**src/rtl/core_mem_pkg.sv**
```systemverilog
// rtl/core_mem_pkg.sv - shared access-size and bridge state encodings
package core_mem_pkg;

    localparam logic [1:0] MEM_SIZE_B = 2'd0;
    localparam logic [1:0] MEM_SIZE_H = 2'd1;
    localparam logic [1:0] MEM_SIZE_W = 2'd2;

    typedef enum logic [1:0] {
        IDLE       = 2'd0,
        RD_WAIT    = 2'd1,
        WR_DONE    = 2'd2,
        FAULT_DONE = 2'd3
    } bridge_state_t;

endpackage

```
**src/rtl/mem_lane_align.sv**
```systemverilog
// rtl/mem_lane_align.sv - byte-lane steering, load extension and misalignment detect
module mem_lane_align
    import core_mem_pkg::*;
(
    input  logic [1:0]  addr_lo,
    input  logic [1:0]  size,
    input  logic        zero_ext,
    input  logic [31:0] store_data,
    input  logic [31:0] read_raw,
    output logic [3:0]  byte_en,
    output logic [31:0] wdata,
    output logic [31:0] read_ext,
    output logic        misalign
);

    logic [7:0]  rd_byte;
    logic [15:0] rd_half;

    always_comb begin
        byte_en  = 4'b1111;
        wdata    = store_data;
        read_ext = read_raw;
        misalign = 1'b0;
        rd_byte  = read_raw[{addr_lo, 3'b000} +: 8];
        rd_half  = addr_lo[1] ? read_raw[31:16] : read_raw[15:0];

        case (size)
            MEM_SIZE_B: begin
                byte_en  = 4'b0001 << addr_lo;
                wdata    = {4{store_data[7:0]}};
                read_ext = {{24{rd_byte[7] & ~zero_ext}}, rd_byte};
            end
            MEM_SIZE_H: begin
                byte_en  = addr_lo[1] ? 4'b1100 : 4'b0011;
                wdata    = {2{store_data[15:0]}};
                read_ext = {{16{rd_half[15] & ~zero_ext}}, rd_half};
                misalign = addr_lo[0];
            end
            // size 3 is an alias for a full word
            default: begin
                misalign = (addr_lo != 2'b00);
            end
        endcase
    end

endmodule

```
**src/rtl/core_mem_bridge.sv**
```systemverilog
// rtl/core_mem_bridge.sv - fetch/load/store arbiter onto one synchronous-read SRAM port
module core_mem_bridge
    import core_mem_pkg::*;
#(
    parameter int ADDR_WIDTH = 10
) (
    input  logic                  clk,
    input  logic                  rst_n,
    input  logic                  fetch_valid,
    input  logic [31:0]           fetch_addr,
    output logic [31:0]           fetch_data,
    output logic                  fetch_ready,
    output logic                  fetch_fault,
    input  logic                  mem_read_valid,
    input  logic                  mem_write_valid,
    input  logic [31:0]           mem_addr,
    input  logic [1:0]            mem_size,
    input  logic                  mem_unsigned,
    input  logic [31:0]           mem_write_data,
    output logic [31:0]           mem_read_data,
    output logic                  mem_ready,
    output logic                  mem_fault,
    output logic                  ram_en,
    output logic [3:0]            ram_we,
    output logic [ADDR_WIDTH-1:0] ram_addr,
    output logic [31:0]           ram_wdata,
    input  logic [31:0]           ram_rdata
);

    localparam int AW = ADDR_WIDTH + 2;

    typedef struct packed {
        logic [AW-1:0] addr;
        logic [1:0]    size;
        logic          zero_ext;
        logic [31:0]   wdata;
        logic          wr;
    } op_t;

    bridge_state_t state, next_state;
    logic          settle;

    logic          f_pend;
    logic [AW-1:0] f_slot_addr;
    logic          d_pend;
    op_t           d_slot;
    op_t           act_op;
    logic          act_fetch;

    logic          data_req;
    op_t           data_in, data_eff, fetch_op, sel_op, cur_op;
    logic          pick_data, pick_fetch, pick, issue;

    logic [3:0]    lane_we;
    logic [31:0]   lane_wdata;
    logic [31:0]   lane_rdata;
    logic          misalign;

    logic          unused_bits;
    assign unused_bits = ^{mem_addr[31:AW], fetch_addr[31:AW], act_op.wr};

    assign data_req = mem_read_valid | mem_write_valid;

    // A request arriving in IDLE bypasses its slot and is issued on the same edge.
    always_comb begin
        data_in    = '{addr: mem_addr[AW-1:0], size: mem_size, zero_ext: mem_unsigned,
                       wdata: mem_write_data, wr: mem_write_valid};
        data_eff   = d_pend ? d_slot : data_in;
        fetch_op   = '{addr: (f_pend ? f_slot_addr : fetch_addr[AW-1:0]), size: MEM_SIZE_W,
                       zero_ext: 1'b0, wdata: 32'd0, wr: 1'b0};
        pick_data  = (state == IDLE) && (d_pend || data_req);
        pick_fetch = (state == IDLE) && !pick_data && (f_pend || fetch_valid);
        pick       = pick_data | pick_fetch;
        sel_op     = pick_data ? data_eff : fetch_op;
        cur_op     = (state == IDLE) ? sel_op : act_op;
    end

    assign issue = pick && !misalign;

    mem_lane_align u_lane (
        .addr_lo    (cur_op.addr[1:0]),
        .size       (cur_op.size),
        .zero_ext   (cur_op.zero_ext),
        .store_data (cur_op.wdata),
        .read_raw   (ram_rdata),
        .byte_en    (lane_we),
        .wdata      (lane_wdata),
        .read_ext   (lane_rdata),
        .misalign   (misalign)
    );

    always_ff @(posedge clk or negedge rst_n) begin
        if (!rst_n) begin
            state <= IDLE;
        end else begin
            state <= next_state;
        end
    end

    always_comb begin
        next_state = state;
        case (state)
            IDLE: begin
                if (pick) begin
                    if (misalign) begin
                        next_state = FAULT_DONE;
                    end else if (sel_op.wr) begin
                        next_state = WR_DONE;
                    end else begin
                        next_state = RD_WAIT;
                    end
                end
            end
            RD_WAIT, WR_DONE: begin
                if (settle) begin
                    next_state = IDLE;
                end
            end
            default: next_state = IDLE;
        endcase
    end

    // settle marks the second cycle of an access: the RAM has taken ram_en and rdata is valid.
    always_ff @(posedge clk or negedge rst_n) begin
        if (!rst_n) begin
            settle        <= 1'b0;
            f_pend        <= 1'b0;
            f_slot_addr   <= '0;
            d_pend        <= 1'b0;
            d_slot        <= '0;
            act_op        <= '0;
            act_fetch     <= 1'b0;
            fetch_data    <= 32'd0;
            fetch_ready   <= 1'b0;
            fetch_fault   <= 1'b0;
            mem_read_data <= 32'd0;
            mem_ready     <= 1'b0;
            mem_fault     <= 1'b0;
            ram_en        <= 1'b0;
            ram_we        <= 4'd0;
            ram_addr      <= '0;
            ram_wdata     <= 32'd0;
        end else begin
            settle      <= ((state == RD_WAIT) || (state == WR_DONE)) && !settle;
            fetch_ready <= 1'b0;
            fetch_fault <= 1'b0;
            mem_ready   <= 1'b0;
            mem_fault   <= 1'b0;
            ram_en      <= 1'b0;
            ram_we      <= 4'd0;

            if (pick_fetch) begin
                f_pend <= 1'b0;
            end else if (fetch_valid && !f_pend) begin
                f_pend      <= 1'b1;
                f_slot_addr <= fetch_addr[AW-1:0];
            end

            if (pick_data) begin
                d_pend <= 1'b0;
            end else if (data_req && !d_pend) begin
                d_pend <= 1'b1;
                d_slot <= data_in;
            end

            if (pick) begin
                act_op    <= sel_op;
                act_fetch <= pick_fetch;
            end

            if (issue) begin
                ram_en    <= 1'b1;
                ram_we    <= sel_op.wr ? lane_we : 4'd0;
                ram_addr  <= sel_op.addr[AW-1:2];
                ram_wdata <= lane_wdata;
            end

            case (state)
                RD_WAIT: begin
                    if (settle) begin
                        if (act_fetch) begin
                            fetch_data  <= ram_rdata;
                            fetch_ready <= 1'b1;
                        end else begin
                            mem_read_data <= lane_rdata;
                            mem_ready     <= 1'b1;
                        end
                    end
                end
                WR_DONE: begin
                    if (settle) begin
                        mem_ready <= 1'b1;
                    end
                end
                FAULT_DONE: begin
                    if (act_fetch) begin
                        fetch_data  <= 32'd0;
                        fetch_ready <= 1'b1;
                        fetch_fault <= 1'b1;
                    end else begin
                        mem_read_data <= 32'd0;
                        mem_ready     <= 1'b1;
                        mem_fault     <= 1'b1;
                    end
                end
                default: ;
            endcase
        end
    end

    assert property (@(posedge clk) disable iff (!rst_n) !(mem_read_valid && mem_write_valid));
    assert property (@(posedge clk) disable iff (!rst_n) !(fetch_valid && f_pend));
    assert property (@(posedge clk) disable iff (!rst_n) !(data_req && d_pend));

endmodule

```
**config.mk**
```make
export PLATFORM = sky130hd
export DESIGN_NAME = core_mem_bridge
export DESIGN_NICKNAME = d
export VERILOG_FILES = /design/src/rtl/core_mem_pkg.sv /design/src/rtl/mem_lane_align.sv /design/src/rtl/core_mem_bridge.sv
export SDC_FILE = /design/constraint.sdc
export NUM_CORES = 1
export LEC_CHECK = 0
export ABC_AREA = 1
export CAP_MARGIN = 15
export CORE_ASPECT_RATIO = 1.4
export CORE_MARGIN = 2
export CORE_UTILIZATION = 54
export CTS_CLUSTER_SIZE = 30
export DETAILED_ROUTE_END_ITERATION = 16
export PLACE_DENSITY = 0.93
export SYNTH_ARGS = -nofsm -noshare
export SYNTH_HDL_FRONTEND = slang
export SYNTH_SLANG_ARGS = --single-unit
```
**constraint.sdc**
```tcl
create_clock -name clk -period 5.7 [get_ports clk]
set_input_delay 0.57 -clock clk [delete_from_list [all_inputs] [get_ports clk]]
set_output_delay 0.57 -clock clk [all_outputs]
set_load 0.03 [all_outputs]
```
* Yosys cells after proc, flatten, opt, wreduce, memory -nomap -nowiden
Index checks and enable logic that the tools add are counted.
** Cells by class
- Equality and inequality tests :: 11
- Shift-type cells :: 2
- Multiplexer cells :: 39
- Bitwise operators :: 7
- Reductions and logical operators :: 27
** Operators by type and width (count)
- 32-bit one-hot mux with 2 select lines :: 4
- 32-bit two-way mux :: 6
- 48-bit two-way mux :: 2
- 38-bit two-way mux :: 1
- 32-bit by 6-bit indexed part select with 8-bit output :: 1
- 16-bit two-way mux :: 1
- 2-bit != test, second input constant :: 7
- 1-bit two-way mux :: 12
- 12-bit two-way mux :: 1
- 4-bit two-way mux :: 3
- 2-bit two-way mux :: 4
- 4-bit one-hot mux with 2 select lines :: 1
- 4-bit AND reduction :: 2
- 2-bit nonzero test :: 4
- 1-bit logical AND :: 7
- 2-bit AND reduction :: 3
- 1-bit logical NOT :: 5
- 2-bit by 1-bit == test with 1-bit output, second input constant :: 2
- 2-bit == test, second input constant :: 2
- 2-bit logical NOT :: 2
- 1-bit one-hot mux with 2 select lines :: 2
- 2-bit one-hot mux with 2 select lines :: 1
- 1-bit by 2-bit << shifter with 4-bit output, first input constant :: 1
- 1-bit logical OR :: 3
- other kinds (5) :: 9
** Word-level totals
- Register bits :: 219
- Bits of input ports :: 136
- Output and inout bits :: 115
- Word-level logic and storage cells :: 112

* Depth between registers and ports, before layout
Gate-level depths: netlist (run 1).
- Depth in word-level cells :: 11
- Depth in mapped cells :: 16
- Gate-level depth less buffers :: 14

* By module
Synthesis (run 1) repeated with hierarchy kept, for this count alone.
** Unflattened totals
- Cells, all modules :: 1397
- Area total of the unflattened synthesis :: 10781.6 um2
** By module, submodules not included
- core_mem_bridge :: times used 1, cells each 1168, area each 9666.8 um2, sequential area each 5455.2 um2
- mem_lane_align :: times used 1, cells each 229, area each 1114.8 um2, sequential area each 0.0 um2

* Worst setup path before layout (run 1)
No wires, ideal clock.
- Path type :: register -> register
- Start :: reg state[0]
- End :: reg mem_read_data[22]
- Arrival time :: 1.917 ns
- Data required time :: 5.634 ns
- Path slack :: 3.718 ns
- Stages on the path, launching flop included :: 17
- Buffers on the path :: 2
- Path through :: dfrtp_1 inv_1 ha_1 buf_2 nand2_4 inv_4 nand2_2 nand2_2 nand2_4 nor2_8 nand2_2 nand2_4 nand2_4 nand2_4 buf_6 nand2_1 nand2_1
** On the way
- Cells in the longest elaborated chain, start to end :: 10
- Elaborated cells on any way between the ends :: 22
- Classes of those cells :: 6 x eq/ne; 1 x shift; 7 x mux; 3 x bitwise; 5 x reduce/logical
** Ends and longest elaborated chain
- start, declared :: RTL line core_mem_bridge.sv:40 : bridge_state_t state, next_state;
- start signal, assigned :: RTL line core_mem_bridge.sv:96 : state <= next_state;
- 2-bit logical NOT :: RTL line core_mem_bridge.sv:71, core_mem_bridge.sv:75
- 1-bit logical AND :: RTL line core_mem_bridge.sv:71 : pick_data = (state == IDLE) && (d_pend || data_req);
- 48-bit two-way mux :: RTL line core_mem_bridge.sv:74 : sel_op = pick_data ? data_eff : fetch_op;
- 38-bit two-way mux :: RTL line core_mem_bridge.sv:75 : cur_op = (state == IDLE) ? sel_op : act_op;
- 32-bit by 6-bit indexed part select with 8-bit output (tied with other cells) :: RTL line mem_lane_align.sv:24 : rd_byte = read_raw[{addr_lo, 3'b000} +: 8];
- 1-bit AND, on equally long branches :: RTL line mem_lane_align.sv:31, mem_lane_align.sv:36
- 32-bit one-hot mux with 2 select lines :: RTL line mem_lane_align.sv:27 : case (size)
- 32-bit two-way mux :: RTL line core_mem_bridge.sv:181 : if (act_fetch) begin
- 32-bit two-way mux :: RTL line core_mem_bridge.sv:180 : if (settle) begin
- 32-bit one-hot mux with 2 select lines :: RTL line core_mem_bridge.sv:178 : case (state)
- end signal, assigned :: RTL line core_mem_bridge.sv:185 : mem_read_data <= lane_rdata;
- end, declared :: RTL line core_mem_bridge.sv:20 : output logic [31:0] mem_read_data,
Several ways; a longest one is shown, not always the timed one. The select of a mux whose other input is x is not followed.
A chain may end at the register's enable or synchronous reset.

* Worst setup path after layout (run 1)
- Start :: reg d_pend
- End :: reg ram_wdata[18]
** On the way
- Cells in the longest elaborated chain, start to end :: 8
- Elaborated cells on any way between the ends :: 16
- Classes of those cells :: 1 x eq/ne; 5 x mux; 1 x bitwise; 9 x reduce/logical
** Ends and longest elaborated chain
- start, declared :: RTL line core_mem_bridge.sv:45 : logic d_pend;
- start signal, assigned :: RTL line core_mem_bridge.sv:129 : d_pend <= 1'b0;
- start signal, assigned :: RTL line core_mem_bridge.sv:160 : d_pend <= 1'b0;
- start signal, assigned :: RTL line core_mem_bridge.sv:162 : d_pend <= 1'b1;
- 1-bit logical OR :: RTL line core_mem_bridge.sv:71
- 1-bit logical AND :: RTL line core_mem_bridge.sv:71
- 48-bit two-way mux :: RTL line core_mem_bridge.sv:74
- 38-bit two-way mux :: RTL line core_mem_bridge.sv:75
- 2-bit by 1-bit == test with 1-bit output (tied with other cells) :: RTL line mem_lane_align.sv:27
- 1-bit one-hot mux with 2 select lines :: RTL line mem_lane_align.sv:27
- 1-bit logical NOT :: RTL line core_mem_bridge.sv:78 : assign issue = pick && !misalign;
- 1-bit logical AND :: RTL line core_mem_bridge.sv:78
- end signal, assigned :: RTL line core_mem_bridge.sv:175 : ram_wdata <= lane_wdata;
- end, declared :: RTL line core_mem_bridge.sv:26 : output logic [31:0] ram_wdata,
Several ways; a longest one is shown, not always the timed one.

==> reports/metrics.cfg, run 1 <==
[clocking]
ctsHoldBuffers=0
cts-root-buf=clkbuf_16
cts_buffers=21
postCtsSetupBuffers=0
cts_tree=done
clk_latency_ns=0.51
post_cts_resized=0
cts.path.max_buffers=3
clkSinkCount=218
cts.clk_slew.worst_paths_ns=0.06
htree_levels=1

[worst_setup_path]
reg2reg_setup_slack_ns=1.77
crit_path_start=d_pend
r2r-start=d_pend
critical_path_required_ns=6.08
path_delay_family=buffers and inverters
crit_chain=buf_4 -> nor2_2 -> nand2_4 -> nand2_4 -> inv_4 -> nand2_2 -> nand2_2 -> buf_4 -> o21ai_1 -> nand2_1 -> nand2_2 -> buf_4 -> nand2_1 -> o21ai_0
crit_buf_inv=4
startpoint_type=flip-flop
arrival_ns=4.30
ff2ff_path_depth=14
cpMaxStageDelayCell=buf_4
worstPathMaxFanout=93
setup.worst_path.class=flip-flop to flip-flop
slowest_delay_ns=0.63
cp.depth=14
r2r-end=ram_wdata[18]
end_kind=flip-flop

[place]
gp_congestion=0.891
pre_cts_slack_ns=1.76
numPortBuffers=210
dp_hpwl_mm=20.0

[power_and_ir_drop]
p_seq_share_pct=30.6
clkPwrFrac_pct=16.0
p_int_mw=4.48
p_total_mw=8.45
power.leakage_nw=6.70
max-vdd-ir-drop_mv=0.356
combinationalPowerShare_pct=53.3
switchingPower_mw=3.97
sw_frac_of_total_pct=47.0
powerDensity_nw_per_um2=634

[synthesis]
synth_area_um2=10500
netlist.area_leader.share_pct=52.1
synthTopCellsByArea=dfrtp_1, nand2_1, o21ai_0
yosys_warnings=0
syn-instance-count=1340
yosys.cell_types.count=34
syn_nets=1481
syn_avg_cell_area_um2=7.81
ys_ff_latch=218
yosysTopAreaCell=dfrtp_1
seq_area_frac_synth_pct=52.1

[die]
fp.dieW_um=122
ios=251
die_y_um=169
dieArea_um2=20500
initial_core_util_pct=54.7
num_rows=60
core_area_um2=19100

[sta]
max_freq_mhz=255
final-setup-viol-count=0
worst_slack_ns=1.77
fin_crit_ns=3.93
tns_ns=0
fin_skew_ns=0.0248
fin_crit_sh_pct=68.9
whs_ns=0.154
rsz0062_at_grt=no
timing.slew.headroom_pct=34.3
worst_slew_pin_slew_ns=0.979
hold_viol_final=0
drv_slew=0

[grt]
antenna_found_initial=1
grt_pass1_vias=9255
grt_max_degree=103
grt.overflow.total=0
grt_use_total_pct=28.7
grt_first_pass_wirelength_mm=46.9

[drt]
vias=9578
wl_per_cell_um=16.4
drtAntennaViolNets=0
wl_mm=29.1
drc=0
via_per_inst=5.40
drt_first_pass_iters=7
drt_iter0_markers=1095

[final_layout]
multi_input_area_um2=4000
nets=1654
final_cell_mix=nand2_1, o21ai_0, dfrtp_1
area_growth_syn_to_layout_pct=27.3
fillers=1444
seq_area_um2=5460
final_common_cell=nand2_1
drive_above_1_share_pct=4.59

[run_status]
status=finished, final reports clean

[hold_path]
worst_hold_path_type=primary input to asynchronous set/reset pin

[job]
cap_viol_max_count=0

-- synth_stat cells (all sizes together) --
cell,instances
nand4,7
nand3,47
nor2,10
inv,189
nand2,455
mux2i,18
nor3,5
o211ai,1
ha,5
buf,29
o22ai,1
mux2,2
o21a,1
o31a,1
clkinv,1
clkbuf,43
a21oi,11
or2,2
o21ai,293
dfrtp,218
nand3b,1
-- power by group through the flow --
stage               Sequential, mW  Combinational [mW]  Clock [mW]
floorplan                     3.14                2.46           0
global placement              2.57                4.27           0
finish                        2.59                4.51        1.35
global route                  2.66                4.97        1.44
detailed placement            2.60                4.42           0
CTS                           2.59                4.47        1.37
-- cell type report --
type	instances	area share [%]
Antenna cell	1	0.0188
Clock buffer	31	4.45
Clock inverter	5	0.404
Inverter	190	5.37
Multi-Input combinational cell	860	30.0
Sequential cell	218	40.9
Tap cell	248	2.33
Timing Repair Buffer	222	16.5
-- metrics by stage --
stage / util [%] / instance area (µm²) / instances
4_1_cts: 69.5 / 13300 / 1773
6_report: 69.6 / 13300 / 1775
3_3_place_gp: 66.2 / 12700 / 1737
3_5_place_dp: 66.2 / 12700 / 1737
2_1_floorplan: - / 10500 / 1340
5_1_grt: 69.6 / 13300 / 1775
-- state kept, by name (all words and copies together), names as in the netlist --
name           flops
act_op            37
mem_ready          1
act_fetch          1
ram_en             1
f_pend             1
d_slot            48
fetch_ready        1
mem_fault          1
state              2
d_pend             1
mem_read_data     32
ram_addr          10
f_slot_addr       12
ram_we             4
ram_wdata         32
fetch_fault        1
fetch_data        32
settle             1
-- logic make-up (layout without fill, tap and decap cells) --
kind of cell | after synthesis | count (layout) | share of synthesized area [%]
adder cells (fa/ha/maj) | 5 | 5 | 0.597
multiplexers | 20 | 20 | 1.94
AND/OR/NAND/NOR | 527 | 527 | 20.7
flip-flops | 218 | 218 | 52.1
buffers and inverters | 262 | 448 | 9.85
other | 0 | 1 | 0
AO/OA/AOI/OAI | 308 | 308 | 14.8
-- worst register-to-register path: cells and delay by family (launching register included) --
kind                   cells  cell delay (ns)
AO/OA/AOI/OAI              2             0.23
AND/OR/NAND/NOR            8             1.45
flip-flops                 1             0.34
buffers and inverters      4             1.79
-- worst max-delay path by stage --
stage / slack, ns / endpoint
after floorplan: 3.72 / mem_read_data[22]
after global placement: 1.84 / ram_wdata[27]
after detailed placement: 1.76 / ram_wdata[31]
after CTS: 1.82 / ram_wdata[18]
after global routing: 1.41 / ram_wdata[18]
final: 1.77 / ram_wdata[18]
-- layer usage --
metal,global-route usage (%),routed length [µm],vias to the layer above,share of wire (%)
li1,-,-,4542,-
met1,36.0,10800,4464,37
met2,48.3,14500,475,50
met3,4.25,2230,97,7.7
met4,14.4,1530,0,5.3
met5,0,0,-,0
Power figures use the tool's default switching activity.
==> run 2: changes to the inputs <==
--- a/config.mk
+++ b/config.mk
@@ -9,10 +9,10 @@
 export CAP_MARGIN = 15
 export CORE_ASPECT_RATIO = 1.4
 export CORE_MARGIN = 2
-export CORE_UTILIZATION = 54
+export CORE_UTILIZATION = 45
 export CTS_CLUSTER_SIZE = 30
 export DETAILED_ROUTE_END_ITERATION = 16
-export PLACE_DENSITY = 0.93
+export PLACE_DENSITY = 0.83
 export SYNTH_ARGS = -nofsm -noshare
 export SYNTH_HDL_FRONTEND = slang
 export SYNTH_SLANG_ARGS = --single-unit
==> constraint.sdc (replaced) <==
create_clock -name clk -period 3.3 [get_ports clk]
set_input_delay 0.33 -clock clk [delete_from_list [all_inputs] [get_ports clk]]
set_output_delay 0.33 -clock clk [all_outputs]
set_load 0.03 [all_outputs]
==> reports/metrics.cfg, run 2 (same netlist as run 1, synthesis figures left out) <==
[clocking]
cts_tree=done
cts.clk_slew.worst_paths_ns=0.06  ; about the same
htree_levels=1  ; unchanged
clkSinkCount=218  ; unchanged
post_cts_resized=0  ; unchanged
cts-root-buf=clkbuf_16
clk_latency_ns=0.50  ; about the same
cts.path.max_buffers=3  ; unchanged
cts_buffers=22  ; +4.8%

[worst_setup_path]
critical_path_required_ns=3.74  ; -2.34 ns
r2r-start=state[1]
end_kind=flip-flop
startpoint_type=flip-flop
r2r-end=ram_wdata[3]
ff2ff_path_depth=13  ; -1
crit_chain=inv_1 -> ha_1 -> buf_4 -> inv_2 -> nand2_1 -> nand2_2 -> inv_2 -> nand2_4 -> nand2_1 -> nand2_2 -> inv_2 -> nand2_1 -> nand2_1
path_delay_family=simple AND/OR/NAND/NOR gates
arrival_ns=3.18  ; -1.12 ns
reg2reg_setup_slack_ns=0.56  ; -1.22 ns
cp.depth=13  ; -1
slowest_delay_ns=0.40  ; -0.23 ns
crit_buf_inv=5  ; +1
worstPathMaxFanout=21  ; -77%
setup.worst_path.class=flip-flop to flip-flop
cpMaxStageDelayCell=dfrtp_1
crit_path_frequent_cell=nand2_1

[hold_path]
worst_hold_path_type=primary input to asynchronous set/reset pin

[run_status]
status=finished, final reports clean

[place]
numPortBuffers=210  ; unchanged
dp_hpwl_mm=20.5  ; +2.7%
pre_cts_slack_ns=0.382  ; -1.38 ns
placed_cell_area_um2=12800  ; +1.4%
gp_congestion=0.880  ; -1.2%
placedCellCount=1805  ; +3.9%

[grt]
grt.overflow.total=0  ; unchanged
grt_use_total_pct=23.6  ; -5.0 points
grt_first_pass_wirelength_mm=46.6  ; -0.65%
grt_max_degree=87  ; -16%
antenna_found_initial=0  ; -1
grt_pass1_vias=8947  ; -3.3%

[job]
cap_viol_max_count=0  ; unchanged

[sta]
fin_crit_sh_pct=83.0  ; +14 points
timing.slew.headroom_pct=45.0  ; +11 points
worst_slew_pin_slew_ns=0.816  ; -0.163 ns
final-setup-viol-count=0  ; unchanged
max_freq_mhz=365  ; +43%
tns_ns=0  ; unchanged
fin_crit_ns=2.74  ; -1.18 ns
whs_ns=0.401  ; +0.247 ns
worst_slack_ns=0.559  ; -1.22 ns
fin_skew_ns=0.00627  ; -0.0185 ns
drv_slew=0  ; unchanged
hold_viol_final=0  ; unchanged
rsz0062_at_grt=no

[final_layout]
drive_above_1_share_pct=5.65  ; +1.1 points
final_cell_mix=nand2_1, o21ai_0, dfrtp_1
largest_reg_flops=48  ; unchanged
regMostFlops=d_slot
final_cells=1846  ; +4.0%
nets=1665  ; +0.67%
area_growth_syn_to_layout_pct=30.7
diodes=0  ; -1
fin_area_um2=13700  ; +2.6%
final_common_cell=nand2_1
reg.largest.list=d_slot x48, act_op x37

[power_and_ir_drop]
power.leakage_nw=6.84  ; +2.2%
powerDensity_nw_per_um2=1110  ; +75%
max-vdd-ir-drop_mv=0.627  ; +76%

[drt]
drt_first_pass_iters=5  ; -2
drtAntennaViolNets=0  ; unchanged
drc=0  ; unchanged
wl_per_cell_um=15.6  ; -4.5%
vias=9407  ; -1.8%
via_per_inst=5.10  ; -5.6%
drt_iter0_markers=689  ; -37%
wl_mm=28.9  ; -0.71%

[die]
core_area_um2=23000  ; +20%
initial_core_util_pct=45.4  ; -9.3 points
num_rows=66  ; +10%
ios=251  ; unchanged
fp.dieW_um=133  ; +9.2%
die_y_um=184  ; +9.3%
dieArea_um2=24500  ; +19%

## run 2: how the worst max path moves through the flow
| stage | startpoint | to |
|---|---|---|
| finish | state[1] | ram_wdata[3] |
| global route | state[1] | ram_wdata[5] |
| CTS | state[1] | ram_wdata[5] |
| detailed placement | mem_write_valid | ram_wdata[5] |
| global placement | mem_write_valid | ram_wdata[3] |
| floorplan | state[0] | mem_read_data[22] |
## run 2: metal layers
layer / vias up / track usage, % / part of all wire [%]
met3: 63 / 2.97 / 6.5
met2: 363 / 41.0 / 49
met1: 4407 / 29.9 / 40
met4: 0 / 10.2 / 4.3
met5: - / 0 / 0
li1: 4574 / - / -
## run 2: where the power goes
| group | leakage, nW | switching [mW] | internal, mW | total, mW |
|---|---|---|---|---|
| registers | 2.78 | 0.612 | 3.85 | 4.46 |
| clock network | 0.413 | 1.05 | 1.81 | 2.86 |
| logic | 3.65 | 5.17 | 2.66 | 7.82 |
| total | 6.84 | 6.83 | 8.31 | 15.1 |
## run 2: stage by stage
step	util, %	total power [mW]
finish	59.4	15.1
global route	59.4	16.2
CTS	59.4	15.2
detailed placement	55.7	12.3
global placement	55.7	12.0
floorplan	-	9.66
## run 2: final cells by class
cell class | instances | area [µm²]
multi-input combinational | 860 | 4000
clock inverter | 11 | 205
inverter | 190 | 716
clock buffer | 29 | 628
tap | 306 | 383
timing repair buffer | 232 | 2300
fill | 1947 | 9360
sequential | 218 | 5460
## run 2: repair_timing
item                                    CTS  global route
hold endpoints to repair                 82             0
hold buffers                              1             0
buffers inserted                          0             0
endpoints found under the setup margin    0             0
